[src/rtl/axis_pkg.sv]
// Shared definitions for the AXI4-Stream input front end.
package axis_pkg;

    localparam int unsigned AXIS_DATA_WIDTH = 32;

    typedef struct packed {
        logic                       last;
        logic [AXIS_DATA_WIDTH-1:0] data;
    } axis_word_t;

endpackage

[src/rtl/sync_fifo.sv]
// Circular FIFO with registered count; read data is the word at rd_ptr.
module sync_fifo #(
    parameter int unsigned WIDTH = 33,
    parameter int unsigned DEPTH = 16
) (
    input  logic                     CLK,
    input  logic                     RESETN,
    input  logic                     push,
    input  logic                     pop,
    input  logic [WIDTH-1:0]         wdata,
    output logic [WIDTH-1:0]         rdata,
    output logic                     full,
    output logic                     empty,
    output logic [$clog2(DEPTH):0]   count
);

    localparam int unsigned AW = $clog2(DEPTH);

    localparam logic [1:0] ST_EMPTY   = 2'd0;
    localparam logic [1:0] ST_PARTIAL = 2'd1;
    localparam logic [1:0] ST_FULL    = 2'd2;

    logic [WIDTH-1:0] mem [DEPTH];
    logic [AW-1:0]    wr_ptr;
    logic [AW-1:0]    rd_ptr;
    logic [1:0]       state;
    logic             do_push;
    logic             do_pop;

    always_comb begin
        state = ST_PARTIAL;
        if (count == '0)
            state = ST_EMPTY;
        else if (count == (AW+1)'(DEPTH))
            state = ST_FULL;
    end

    assign full    = (state == ST_FULL);
    assign empty   = (state == ST_EMPTY);
    assign do_push = push && !full;
    assign do_pop  = pop && !empty;
    assign rdata   = mem[rd_ptr];

    // Pointers wrap naturally because DEPTH is a power of two.
    always_ff @(posedge CLK) begin
        if (!RESETN) begin
            wr_ptr <= '0;
            rd_ptr <= '0;
            count  <= '0;
        end else begin
            if (do_push)
                wr_ptr <= wr_ptr + 1'b1;
            if (do_pop)
                rd_ptr <= rd_ptr + 1'b1;
            case ({do_push, do_pop})
                2'b10:   count <= count + 1'b1;
                2'b01:   count <= count - 1'b1;
                default: count <= count;
            endcase
        end
    end

    always_ff @(posedge CLK) begin
        if (do_push)
            mem[wr_ptr] <= wdata;
    end

endmodule

[src/rtl/slave_axis_input.sv]
// AXI4-Stream slave: buffers stream words, issues them to the datapath under STALL, checks frame length.
module slave_axis_input
    import axis_pkg::*;
#(
    parameter int unsigned DATA_WIDTH = AXIS_DATA_WIDTH,
    parameter int unsigned DEPTH      = 16,
    parameter int unsigned FRAME_LEN  = 100
) (
    input  logic                     CLK,
    input  logic                     RESETN,
    input  logic [DATA_WIDTH-1:0]    S_AXIS_TDATA,
    input  logic                     S_AXIS_TVALID,
    input  logic                     S_AXIS_TLAST,
    output logic                     S_AXIS_TREADY,
    input  logic                     STALL,
    output logic [DATA_WIDTH-1:0]    DATA_OUT,
    output logic                     DATA_OUT_VALID,
    output logic                     LAST_OUT,
    output logic                     FRAME_ERR,
    output logic [$clog2(DEPTH):0]   OCCUPANCY
);

    localparam int unsigned CW = $clog2(FRAME_LEN) + 1;
    localparam logic [CW-1:0] LAST_IDX = CW'(FRAME_LEN - 1);

    logic [DATA_WIDTH:0] fifo_wdata;
    logic [DATA_WIDTH:0] fifo_rdata;
    logic                fifo_full;
    logic                fifo_empty;
    logic                push;
    logic                pop;
    logic [CW-1:0]       word_cnt;
    logic                at_last_idx;

    assign S_AXIS_TREADY = RESETN && !fifo_full;
    assign push          = S_AXIS_TVALID && S_AXIS_TREADY;
    assign pop           = !fifo_empty && !STALL;
    assign fifo_wdata    = {S_AXIS_TLAST, S_AXIS_TDATA};
    assign at_last_idx   = (word_cnt == LAST_IDX);

    sync_fifo #(
        .WIDTH (DATA_WIDTH + 1),
        .DEPTH (DEPTH)
    ) u_fifo (
        .CLK    (CLK),
        .RESETN (RESETN),
        .push   (push),
        .pop    (pop),
        .wdata  (fifo_wdata),
        .rdata  (fifo_rdata),
        .full   (fifo_full),
        .empty  (fifo_empty),
        .count  (OCCUPANCY)
    );

    always_ff @(posedge CLK) begin
        if (!RESETN) begin
            DATA_OUT       <= '0;
            LAST_OUT       <= 1'b0;
            DATA_OUT_VALID <= 1'b0;
        end else if (pop) begin
            DATA_OUT       <= fifo_rdata[DATA_WIDTH-1:0];
            LAST_OUT       <= fifo_rdata[DATA_WIDTH];
            DATA_OUT_VALID <= 1'b1;
        end else begin
            DATA_OUT_VALID <= 1'b0;
        end
    end

    // Either TLAST or the final index closes the frame; disagreement between them is an error.
    always_ff @(posedge CLK) begin
        if (!RESETN) begin
            word_cnt  <= '0;
            FRAME_ERR <= 1'b0;
        end else if (push) begin
            if (S_AXIS_TLAST || at_last_idx) begin
                word_cnt <= '0;
                if (S_AXIS_TLAST != at_last_idx)
                    FRAME_ERR <= 1'b1;
            end else begin
                word_cnt <= word_cnt + 1'b1;
            end
        end
    end

endmodule

[config.mk]
export PLATFORM = sky130hd
export DESIGN_NAME = slave_axis_input
export DESIGN_NICKNAME = d
export VERILOG_FILES = /design/src/rtl/axis_pkg.sv /design/src/rtl/sync_fifo.sv /design/src/rtl/slave_axis_input.sv
export SDC_FILE = /design/constraint.sdc
export NUM_CORES = 1
export LEC_CHECK = 0
export ABC_AREA = 1
export BUFFER_PORTS_ARGS = -buffer_cell sky130_fd_sc_hd__buf_4
export CAP_MARGIN = 20
export CORE_UTILIZATION = 50
export DETAILED_ROUTE_END_ITERATION = 10
export PLACE_DENSITY_LB_ADDON = 0.12
export SLEW_MARGIN = 30
export SYNTH_ARGS = -nofsm -noshare
export SYNTH_HDL_FRONTEND = slang
export SYNTH_HIERARCHICAL = 1
export SYNTH_SLANG_ARGS = --single-unit
[constraint.sdc]
create_clock -name CLK -period 5.25 [get_ports CLK]
set_input_delay 0.2625 -clock CLK [delete_from_list [all_inputs] [get_ports CLK]]
set_output_delay 0.2625 -clock CLK [all_outputs]
set_load 0.02 [all_outputs]
==> metrics.txt <==
Synth Warn #=6; Nets=1,877; reg-to-reg startpoint=u_fifo/count[2]; endpoints failing setup=0; Clk Latency, worst-skew pair=0.61 ns; placer congestion estimate=0.771; first-pass GRT wire length=86.0 mm; most frequent cells in the layout=edfxtp_1, o21ai_0, inv_1; Hold Path Class=in -> reg; Crit path max-delay family=simple AND/OR/NAND/NOR gates; Post-CTS Setup Inserts=0; FF-to-FF End=u_fifo/mem[12][21]; crit path capture type=flop; drt via density=5.66; vias in the first global route=14,000; Tcrit/Tclk final=61.8%; post-synthesis sequential area ratio=71.9%; core area=46,700 um^2; peak per-stage delay on the critical path=0.78 ns; net count after synthesis=1,787; die footprint=48,300 um^2; Pins Over Slew Limit=0; initial core utilization=50.9%; root buffer cell=clkbuf_16; DR iter-0 viols=1,096; R2R cell count=11; crit-path cells=nor2_1 -> nand3_1 -> inv_1 -> inv_1 -> nand3_4 -> inv_1 -> nand2_2 -> inv_1 -> nand2_1 -> nor2_4 -> buf_4; Reg clk slew, reported paths=0.06 ns; grt ovf=0; DRT Wirelength=56.9 mm; Horiz. Die Dim=220 um; DR DRC count=6; status=finished with violations; io pins=78; htree depth=2; reg2reg setup slack=2.01 ns; initial antenna violation count=1; maximum operating frequency=308 MHz; max capacitance violation total=0; Worst Path Arrival=3.54 ns; via count=14,100; commonest non-fill, non-tap cell in the layout=edfxtp_1; Vert. Die Dim=220 um; Yosys cell types=31; Setup TNS Final=0 ns; Tmin final=3.24 ns; Syn Std Cell Area=23,700 um^2; Hold Fails Final Rpt=0; #FFs+latches synth=588; critical-path cell with the highest stage delay=nor2_4; Wirelength per Cell=22.9 um; largest net degree at the start of global routing=110; power per cell area=474 nW/um^2; CP Capture Point=u_fifo/mem[12][21]; number of stages on the worst setup path=11; most used cell, CP=inv_1; First-pass DRT Iterations=8; Sink Count=588; Synth Instances=1,739; area grow syn2layout=15.4%; share of cells above drive strength 1=12.8%; Final HPWL DP=34.2 mm; worst hold slack=0.0112 ns; n_diodes=0; clock skew=0.0147 ns; WP buf/inv=5; CP required=5.55 ns; failing checks=DRC; relative slew slack=38.1%; Worst Tran Pin Value=0.926 ns; Crit. Startpoint=u_fifo/count[2]; Peak supply drop=0.000444 V; # resized after CTS=0; CTS tree=done; leakage power=9.43 nW; cell row count=79; total track usage=24.1%; clock buffer depth=3; critical-path maximum fanout=21; syn_area_per_cell=13.6 um^2; kind of critical path=reg -> reg; Port Buffers=77; RSZ-0062 raised after global routing=no; CP startpoint kind=flop; Detail Route Antenna Nets=0; clock buffer count from CTS=58
==> cell type report <==
cell class / count / area, um^2
fillers: 3688 / 19300
flip-flops and latches: 588 / 17100
multi-input cells: 875 / 5430
clock buffers: 84 / 1730
repair buffers: 134 / 1480
well taps: 607 / 759
inverters: 172 / 648
clock inverters: 26 / 251
==> cells in the mapped netlist <==
library cell    n  area share (%)
nand2_2         1           0.026
buf_6          16            0.76
nand2_1        67             1.1
clkbuf_1       53            0.84
clkinv_1        1           0.016
inv_1         169             2.7
buf_1           9            0.14
dfxtp_1        60             5.1
nor2_4          3            0.14
o21ai_2         1           0.037
nand3_1        59             1.2
buf_12          6            0.51
edfxtp_1      528              67
nor3_1          1           0.021
xor2_1          4            0.15
nand3b_1        1           0.032
inv_2           2           0.032
o21ai_1        22            0.46
a31o_2          1           0.037
o211ai_1      132             4.2
buf_2          11            0.23
nand4_1         6            0.16
o21ai_0       177             3.7
buf_4           1           0.032
ha_1           11            0.58
buf_8           8            0.51
mux2i_1       132             5.6
xnor2_1         3            0.11
nand3_4         1           0.074
nor2_1        109             1.7
a21oi_1       144             3.0
==> routing by layer <==
metal,routed length [um],GRT usage [%]
met5,0,0
met4,1320,7.33
met3,2950,3.45
met2,28800,41.6
met1,23900,31.6
==> state kept, by name (all words and copies together) (netlist names), named ones only <==
register        cells
DATA_OUT           32
DATA_OUT_VALID      1
FRAME_ERR           1
LAST_OUT            1
u_fifo/count        5
u_fifo/mem        528
u_fifo/rd_ptr       4
u_fifo/wr_ptr       4
word_cnt            8
==> through the flow <==
step	worst slack, ns	instance area (um^2)	total power [mW]	utilization, %	cells
floorplan	1.95	23700	7.96	-	1739
global placement	2.04	24700	8.78	52.9	2337
detailed placement	2.04	25200	8.82	54.0	2357
CTS	2.04	27400	13.1	58.7	2486
global route	1.78	27400	13.6	58.7	2486
finish	2.01	27400	13.0	58.7	2486
==> where the power goes <==
group          leakage [nW]  switching (mW)  internal, mW
registers              5.25           0.218          5.30
logic                  3.19            2.07          1.13
clock network         0.988            1.73          2.53
total                  9.43            4.02          8.96
==> what timing repair did <==
item	CTS	global route
hold buffers	19	0
endpoints found under the setup margin	0	0
hold endpoints to repair	288	0
==> how the worst min path moves through the flow <==
stage                    start                 to  slack (ns)  cells past startpoint
5_1_grt        S_AXIS_TDATA[7]  u_fifo/mem[15][7]       0.001                      1
2_1_floorplan  S_AXIS_TDATA[0]   u_fifo/mem[0][0]        0.36                      0
3_3_place_gp         FRAME_ERR          FRAME_ERR        0.45                      2
4_1_cts        S_AXIS_TDATA[7]  u_fifo/mem[14][7]       0.001                      1
3_5_place_dp         FRAME_ERR          FRAME_ERR        0.45                      2
6_report       S_AXIS_TDATA[6]  u_fifo/mem[14][6]        0.01                      1
==> cell families after synthesis <==
group	count (synthesis)	share of synthesized area [%]
xor gates and xnor gates	7	0.258
buffers and inverters	276	5.74
muxes	132	5.57
and+or+nand+nor	248	4.48
DFF	588	71.9
AOI/OAI and AO/OA	477	11.5
adders and majority gates	11	0.580
(Power assumes the default switching activity.)
